==> config.mk <==
export PLATFORM = sky130hd
export DESIGN_NAME = motor_pwm_bank
export DESIGN_NICKNAME = d
export VERILOG_FILES = /design/src/rtl/motor_pwm_pkg.sv /design/src/rtl/motor_pwm_channel.sv /design/src/rtl/motor_pwm_bank.sv
export SDC_FILE = /design/constraint.sdc
export NUM_CORES = 1
export LEC_CHECK = 0
export CORE_ASPECT_RATIO = 0.5
export CORE_UTILIZATION = 45
export DETAILED_ROUTE_END_ITERATION = 16
export SLEW_MARGIN = 5
export SYNTH_ARGS = -nofsm -noshare
export SYNTH_HDL_FRONTEND = slang
export SYNTH_HIERARCHICAL = 1
export SYNTH_SLANG_ARGS = --single-unit
==> constraint.sdc <==
create_clock -name clk_50 -period 5.41 [get_ports clk_50]
set_input_delay 1.082 -clock clk_50 [delete_from_list [all_inputs] [get_ports clk_50]]
set_output_delay 1.082 -clock clk_50 [all_outputs]
set_load 0.05 [all_outputs]
==> src/rtl/motor_pwm_pkg.sv <==
// Shared field offsets and channel FSM encoding for the motor PWM bank.
package motor_pwm_pkg;

  // wr_data layout: duty field at DUTY_LSB; dir and brake sit just above the duty field
  localparam int unsigned DUTY_LSB  = 0;
  localparam int unsigned DIR_BIT   = 0;
  localparam int unsigned BRAKE_BIT = 1;

  localparam int unsigned PWM_OFS = 0;
  localparam int unsigned INA_OFS = 1;
  localparam int unsigned INB_OFS = 2;

  typedef enum logic {
    ST_RUN  = 1'b0,
    ST_DEAD = 1'b1
  } ch_state_t;

endpackage

==> src/rtl/motor_pwm_channel.sv <==
// One H-bridge channel: pending/active duty words, dead-time FSM on reversal,
// and registered {in_b, in_a, pwm} decode.
module motor_pwm_channel
  import motor_pwm_pkg::*;
#(
  parameter int unsigned DUTY_W       = 10,
  parameter int unsigned PERIOD       = 1000,
  parameter int unsigned DEAD_PERIODS = 2,
  parameter int unsigned CNT_W        = 10
) (
  input  logic              clk_50,
  input  logic              reset,
  input  logic              wr_en,
  input  logic [DUTY_W+1:0] wr_data,
  input  logic [CNT_W-1:0]  cnt,
  input  logic              boundary,
  input  logic              wdog_clear,
  input  logic              enable,
  output logic [2:0]        pins
);

  localparam int unsigned DEAD_W = (DEAD_PERIODS > 0) ? $clog2(DEAD_PERIODS + 1) : 1;

  logic [DUTY_W-1:0] pend_duty;
  logic              pend_dir;
  logic              pend_brake;
  logic [CNT_W-1:0]  act_duty;
  logic              act_dir;
  logic              act_brake;
  logic [CNT_W-1:0]  load_duty;
  logic [DEAD_W-1:0] dead_cnt;
  ch_state_t         state;

  always_comb begin
    if (32'(pend_duty) > PERIOD) load_duty = CNT_W'(PERIOD);
    else                         load_duty = CNT_W'(pend_duty);
  end

  always_ff @(posedge clk_50) begin
    if (reset) begin
      pend_duty  <= '0;
      pend_dir   <= 1'b0;
      pend_brake <= 1'b0;
      act_duty   <= '0;
      act_dir    <= 1'b0;
      act_brake  <= 1'b0;
      dead_cnt   <= '0;
      state      <= ST_RUN;
      pins       <= '0;
    end else begin
      // Decode uses pre-edge cnt/active, so pwm lags cnt by one clock
      if (!enable || state == ST_DEAD) begin
        pins <= '0;
      end else if (act_brake) begin
        pins <= '1;
      end else begin
        pins[PWM_OFS] <= (cnt < act_duty);
        pins[INA_OFS] <= ~act_dir;
        pins[INB_OFS] <= act_dir;
      end

      if (wdog_clear) begin
        pend_duty  <= '0;
        pend_brake <= 1'b0;
        act_duty   <= '0;
        act_brake  <= 1'b0;
        dead_cnt   <= '0;
        state      <= ST_RUN;
      end else begin
        if (boundary) begin
          case (state)
            ST_RUN: begin
              if (!pend_brake && pend_dir != act_dir && DEAD_PERIODS != 0) begin
                state    <= ST_DEAD;
                dead_cnt <= DEAD_W'(DEAD_PERIODS);
              end else begin
                act_duty  <= load_duty;
                act_dir   <= pend_dir;
                act_brake <= pend_brake;
              end
            end
            ST_DEAD: begin
              if (dead_cnt == DEAD_W'(1)) begin
                act_duty  <= load_duty;
                act_dir   <= pend_dir;
                act_brake <= pend_brake;
                dead_cnt  <= '0;
                state     <= ST_RUN;
              end else begin
                dead_cnt <= dead_cnt - DEAD_W'(1);
              end
            end
            default: state <= ST_RUN;
          endcase
        end
        // Non-blocking, so a load in this same cycle still sees the old pending word
        if (wr_en) begin
          pend_duty  <= wr_data[DUTY_LSB +: DUTY_W];
          pend_dir   <= wr_data[DUTY_W + DIR_BIT];
          pend_brake <= wr_data[DUTY_W + BRAKE_BIT];
        end
      end
    end
  end

endmodule

==> src/rtl/motor_pwm_bank.sv <==
// Multi-channel H-bridge PWM bank: prescaler, period counter, write decode
// and write watchdog shared by NUM_CH channel instances.
module motor_pwm_bank
  import motor_pwm_pkg::*;
#(
  parameter int unsigned NUM_CH       = 8,
  parameter int unsigned ADDR_W       = 3,
  parameter int unsigned DUTY_W       = 10,
  parameter int unsigned PERIOD       = 1000,
  parameter int unsigned PRESC        = 5,
  parameter int unsigned DEAD_PERIODS = 2,
  parameter int unsigned WDOG_PERIODS = 100
) (
  input  logic                clk_50,
  input  logic                reset,
  input  logic                wr_en,
  input  logic [ADDR_W-1:0]   wr_addr,
  input  logic [DUTY_W+1:0]   wr_data,
  input  logic                global_enable,
  output logic                period_start,
  output logic                wdog_tripped,
  output logic [3*NUM_CH-1:0] gpio_out
);

  localparam int unsigned CNT_W   = $clog2(PERIOD + 1);
  localparam int unsigned PRE_W   = (PRESC > 1) ? $clog2(PRESC) : 1;
  localparam int unsigned WD_W    = (WDOG_PERIODS > 0) ? $clog2(WDOG_PERIODS + 1) : 1;
  localparam int unsigned WD_LAST = (WDOG_PERIODS > 0) ? WDOG_PERIODS - 1 : 0;

  logic [PRE_W-1:0] presc_cnt;
  logic [CNT_W-1:0] cnt;
  logic [WD_W-1:0]  wdog_cnt;
  logic             tick;
  logic             boundary;
  logic             wr_valid;
  logic             trip;
  logic             ch_enable;

  always_comb begin
    tick      = (presc_cnt == PRE_W'(PRESC - 1));
    boundary  = tick && (cnt == CNT_W'(PERIOD - 1));
    wr_valid  = wr_en && (32'(wr_addr) < NUM_CH);
    // A valid write in the trip cycle suppresses the trip
    trip      = boundary && !wdog_tripped && (WDOG_PERIODS != 0) &&
                (wdog_cnt == WD_W'(WD_LAST)) && !wr_valid;
    ch_enable = global_enable && !wdog_tripped && !trip;
  end

  always_ff @(posedge clk_50) begin
    if (reset) begin
      presc_cnt    <= '0;
      cnt          <= '0;
      period_start <= 1'b0;
      wdog_cnt     <= '0;
      wdog_tripped <= 1'b0;
    end else begin
      presc_cnt    <= tick ? '0 : presc_cnt + PRE_W'(1);
      period_start <= boundary;
      if (tick) cnt <= (cnt == CNT_W'(PERIOD - 1)) ? '0 : cnt + CNT_W'(1);

      if (wr_valid) begin
        wdog_cnt     <= '0;
        wdog_tripped <= 1'b0;
      end else if (trip) begin
        wdog_tripped <= 1'b1;
      end else if (boundary && !wdog_tripped && WDOG_PERIODS != 0) begin
        wdog_cnt <= wdog_cnt + WD_W'(1);
      end
    end
  end

  for (genvar k = 0; k < NUM_CH; k++) begin : g_ch
    motor_pwm_channel #(
      .DUTY_W       (DUTY_W),
      .PERIOD       (PERIOD),
      .DEAD_PERIODS (DEAD_PERIODS),
      .CNT_W        (CNT_W)
    ) u_ch (
      .clk_50     (clk_50),
      .reset      (reset),
      .wr_en      (wr_valid && (wr_addr == ADDR_W'(k))),
      .wr_data    (wr_data),
      .cnt        (cnt),
      .boundary   (boundary),
      .wdog_clear (trip),
      .enable     (ch_enable),
      .pins       (gpio_out[3*k +: 3])
    );
  end

endmodule

==> impl_metrics.json <==
{
  "die_x_um": 234,
  "finalSetupTns_ns": 0,
  "crit_arrival_ns": 3.91,
  "slew_headroom": 0.154,
  "antenna_found_initial": 0,
  "ys_warn_count": 6,
  "yosys_register_bits": 262,
  "layout-drive-gt1-share": 0.0712,
  "reg2reg_depth": 9,
  "h-tree-depth": 1,
  "overflow": 0,
  "hold_viol": 0,
  "postCtsResizedCells": 0,
  "hold_ws_ns": 0.453,
  "cellLeakagePower_uw": 0.00502,
  "min_path_type": "reg -> reg",
  "finalCriticalPeriod_ns": 3.50,
  "drc": 0,
  "post_drt_wl_per_cell_um": 17.5,
  "max_freq_mhz": 286,
  "synth-edff-count": 0,
  "clockBufferDepth": 3,
  "hpwlAfterDp_mm": 20.7,
  "clk_latency_ns": 0.54,
  "dieArea_um2": 27600,
  "clkPwrFrac": 0.441,
  "num_io_pins": 45,
  "clock-root-buffer": "clkbuf_16",
  "path_clk_slew_ns": 0.06,
  "synthTopCellsByArea": "dfxtp_1, ha_1, mux2i_1",
  "p_per_area_nw_per_um2": 281,
  "setup_viol": 0,
  "p_switching_uw": 864,
  "numCtsBuffers": 25,
  "pwr-share-seq": 0.515,
  "yosysTopAreaCellShare": 0.434,
  "ctsHoldBuffers": 0,
  "grt_use_total": 0.220,
  "combPwrFrac": 0.044,
  "crit_start": "cnt[1]$_SDFFE_PP0N_",
  "drtIter0Drc": 661,
  "worst_pin_slew_ns": 1.25,
  "clock-sinks": 262,
  "switching_share": 0.226,
  "gp_congestion": 0.806,
  "wl_mm": 30.3,
  "final.period_utilization": 0.646,
  "grt_pass1_wl_mm": 47.3,
  "cts_tree": "done",
  "post-cts-setup-buffers": 0,
  "dpl-instance-area_um2": 12800,
  "vias": 9296,
  "status": "completed",
  "post-route-util": 0.527,
  "dp.cells": 1692,
  "port_buffers": 44,
  "start_kind": "flop",
  "initial_core_util": 0.469,
  "detail-route-antenna-nets": 0,
  "synth_common_cells": "dfxtp_1, nor2_1, nand2_1, inv_1, a21oi_1",
  "fillers": 2344,
  "reg2reg_to": "g_ch[0].u_ch/pins[1]$_SDFF_PP0_",
  "yosys.area.top_type": "dfxtp_1",
  "dr.pass1.iters": 7,
  "design.core.area_um2": 25800,
  "yosysSeqAreaShare": 0.434,
  "syn_nets": 1444,
  "slew_viol_final": 0,
  "synth.distinct_cells": 52,
  "die_h_um": 118,
  "synthToLayoutAreaGrowth_pct": 12.3,
  "via_per_inst": 5.35,
  "p_int_uw": 2950,
  "synthCells": 1341,
  "ys.flop_type": "dfxtp_1",
  "cp-endpoint": "g_ch[0].u_ch/pins[1]$_SDFF_PP0_",
  "grt_pass1_vias": 8628,
  "crit_fanout": 22,
  "synth.most_common_cell": "dfxtp_1",
  "synth.avg_cell_area_um2": 9.02,
  "async_flop_share": 0,
  "fin_area_um2": 13600,
  "peakVddDrop_v": 0.000229,
  "nNetsFinal": 1478,
  "drv_cap": 0,
  "grt_max_degree": 33,
  "rr_startpoint": "cnt[1]$_SDFFE_PP0N_",
  "syn_area_um2": 12100,
  "rsz0062_at_grt": "no",
  "end_kind": "flop",
  "ff2ff_setup_slack_ns": 1.91,
  "layout.cells.non_filler": 1736,
  "rows": 41,
  "worstPathRequired_ns": 5.82,
  "skew_ns": 0.00959,
  "critPathKind": "reg -> reg"
}
layout make-up:
class / count / area, um2 / area share
inverter: 102 / 383 / 0.0282
sequential: 262 / 5250 / 0.386
antenna: 1 / 2.50 / 0.000184
clock inverter: 1 / 8.76 / 0.000645
timing repair buffer: 60 / 556 / 0.0409
multi-input combinational: 924 / 6200 / 0.456
clock buffer: 42 / 759 / 0.0559
tap: 344 / 430 / 0.0317
critical path, stage by stage, from the launching register on:
cell and delay, ns:
dfxtp_1 0.79, ha_1 0.38, nand2b_2 0.09, or4_1 0.67, inv_2 0.10, buf_4 0.30
a21oi_1 0.13, and2_1 0.43, nor3b_1 0.31, a21boi_0 0.17
registers in the layout, summed over array words and instances, names as in the netlist, 3 cells and up:
register              flops
g_ch.u_ch/pend_dir        8
g_ch.u_ch/act_duty       80
g_ch.u_ch/pins           24
wdog_cnt                  7
g_ch.u_ch/dead_cnt       16
g_ch.u_ch/pend_duty      80
cnt                      10
g_ch.u_ch/act_brake       8
presc_cnt                 3
g_ch.u_ch/pend_brake      8
g_ch.u_ch/state           8
g_ch.u_ch/act_dir         8
logic make-up (layout without fill, tap and decap cells):
kind of cell | after synthesis | count (layout) | synth area share
other | 0 | 1 | 0
adder cells (fa/ha/maj) | 84 | 84 | 0.0869
AO/OA/AOI/OAI | 275 | 275 | 0.158
multiplexers | 96 | 96 | 0.0795
buffers and inverters | 155 | 205 | 0.0559
AND/OR/NAND/NOR | 452 | 452 | 0.174
XOR/XNOR | 17 | 17 | 0.0123
flip-flops | 262 | 262 | 0.434
metal layers:
layer | vias to the layer above | wire length (um) | share of wire | track usage
li1 | 4680 | - | - | -
met1 | 4434 | 15600 | 0.52 | 0.330
met2 | 145 | 12900 | 0.43 | 0.330
met3 | 37 | 1280 | 0.042 | 0.0315
met4 | 0 | 459 | 0.015 | 0.0455
met5 | - | 0 | 0 | 0
stage by stage:
step / setup WS [ns] / total power (uW)
after floorplan: 1.91 / 2100
after global placement: 1.77 / 2170
after detailed placement: 1.66 / 2180
after CTS: 1.94 / 3860
after global routing: 1.70 / 3950
final: 1.91 / 3820
worst min-delay path by stage:
stage	end	depth (start not counted)	slack, ns	start
finish	g_ch[4].u_ch/act_duty[4]$_SDFFE_PP0P_	2	0.45	g_ch[4].u_ch/act_duty[4]$_SDFFE_PP0P_
global route	g_ch[4].u_ch/act_duty[9]$_SDFFE_PP0P_	2	0.47	g_ch[4].u_ch/act_duty[9]$_SDFFE_PP0P_
CTS	g_ch[4].u_ch/act_duty[4]$_SDFFE_PP0P_	2	0.45	g_ch[4].u_ch/act_duty[4]$_SDFFE_PP0P_
detailed placement	g_ch[4].u_ch/act_duty[4]$_SDFFE_PP0P_	2	0.45	g_ch[4].u_ch/act_duty[4]$_SDFFE_PP0P_
global placement	g_ch[3].u_ch/act_duty[4]$_SDFFE_PP0P_	2	0.44	g_ch[3].u_ch/act_duty[4]$_SDFFE_PP0P_
floorplan	presc_cnt[0]$_SDFF_PP0_	1	0.43	presc_cnt[0]$_SDFF_PP0_
layout by cell type, fill, tap and decap left out, drive strengths merged, types with 2 or more instances in the layout:
cell type      count
nand4             22
a21o              16
ha                84
a211oi            32
inv              103
clkbuf            42
a21oi            106
o311a              8
and3               8
and2               2
or2                9
o311ai             9
clkdlybuf4s50     43
xnor2             13
nand3             19
o211a              8
nor3b              9
o21ai             39
or3               12
xor2               4
nand4b             4
nor2b              8
o21a              16
dfxtp            262
a21boi             8
buf               17
nor2             196
o31ai              8
mux2i             96
nand2b            21
nor3               6
or4                2
a22o              24
nand2            128
power groups by stage:
| stage | registers, uW | logic, uW | clock network (uW) |
|---|---|---|---|
| detailed placement | 2010 | 168 | 0 |
| CTS | 1970 | 168 | 1720 |
| global route | 1970 | 179 | 1800 |
| global placement | 2010 | 165 | 0 |
| finish | 1970 | 167 | 1680 |
| floorplan | 2020 | 86.5 | 0 |
Note: power is estimated with default switching activity, not from simulation.
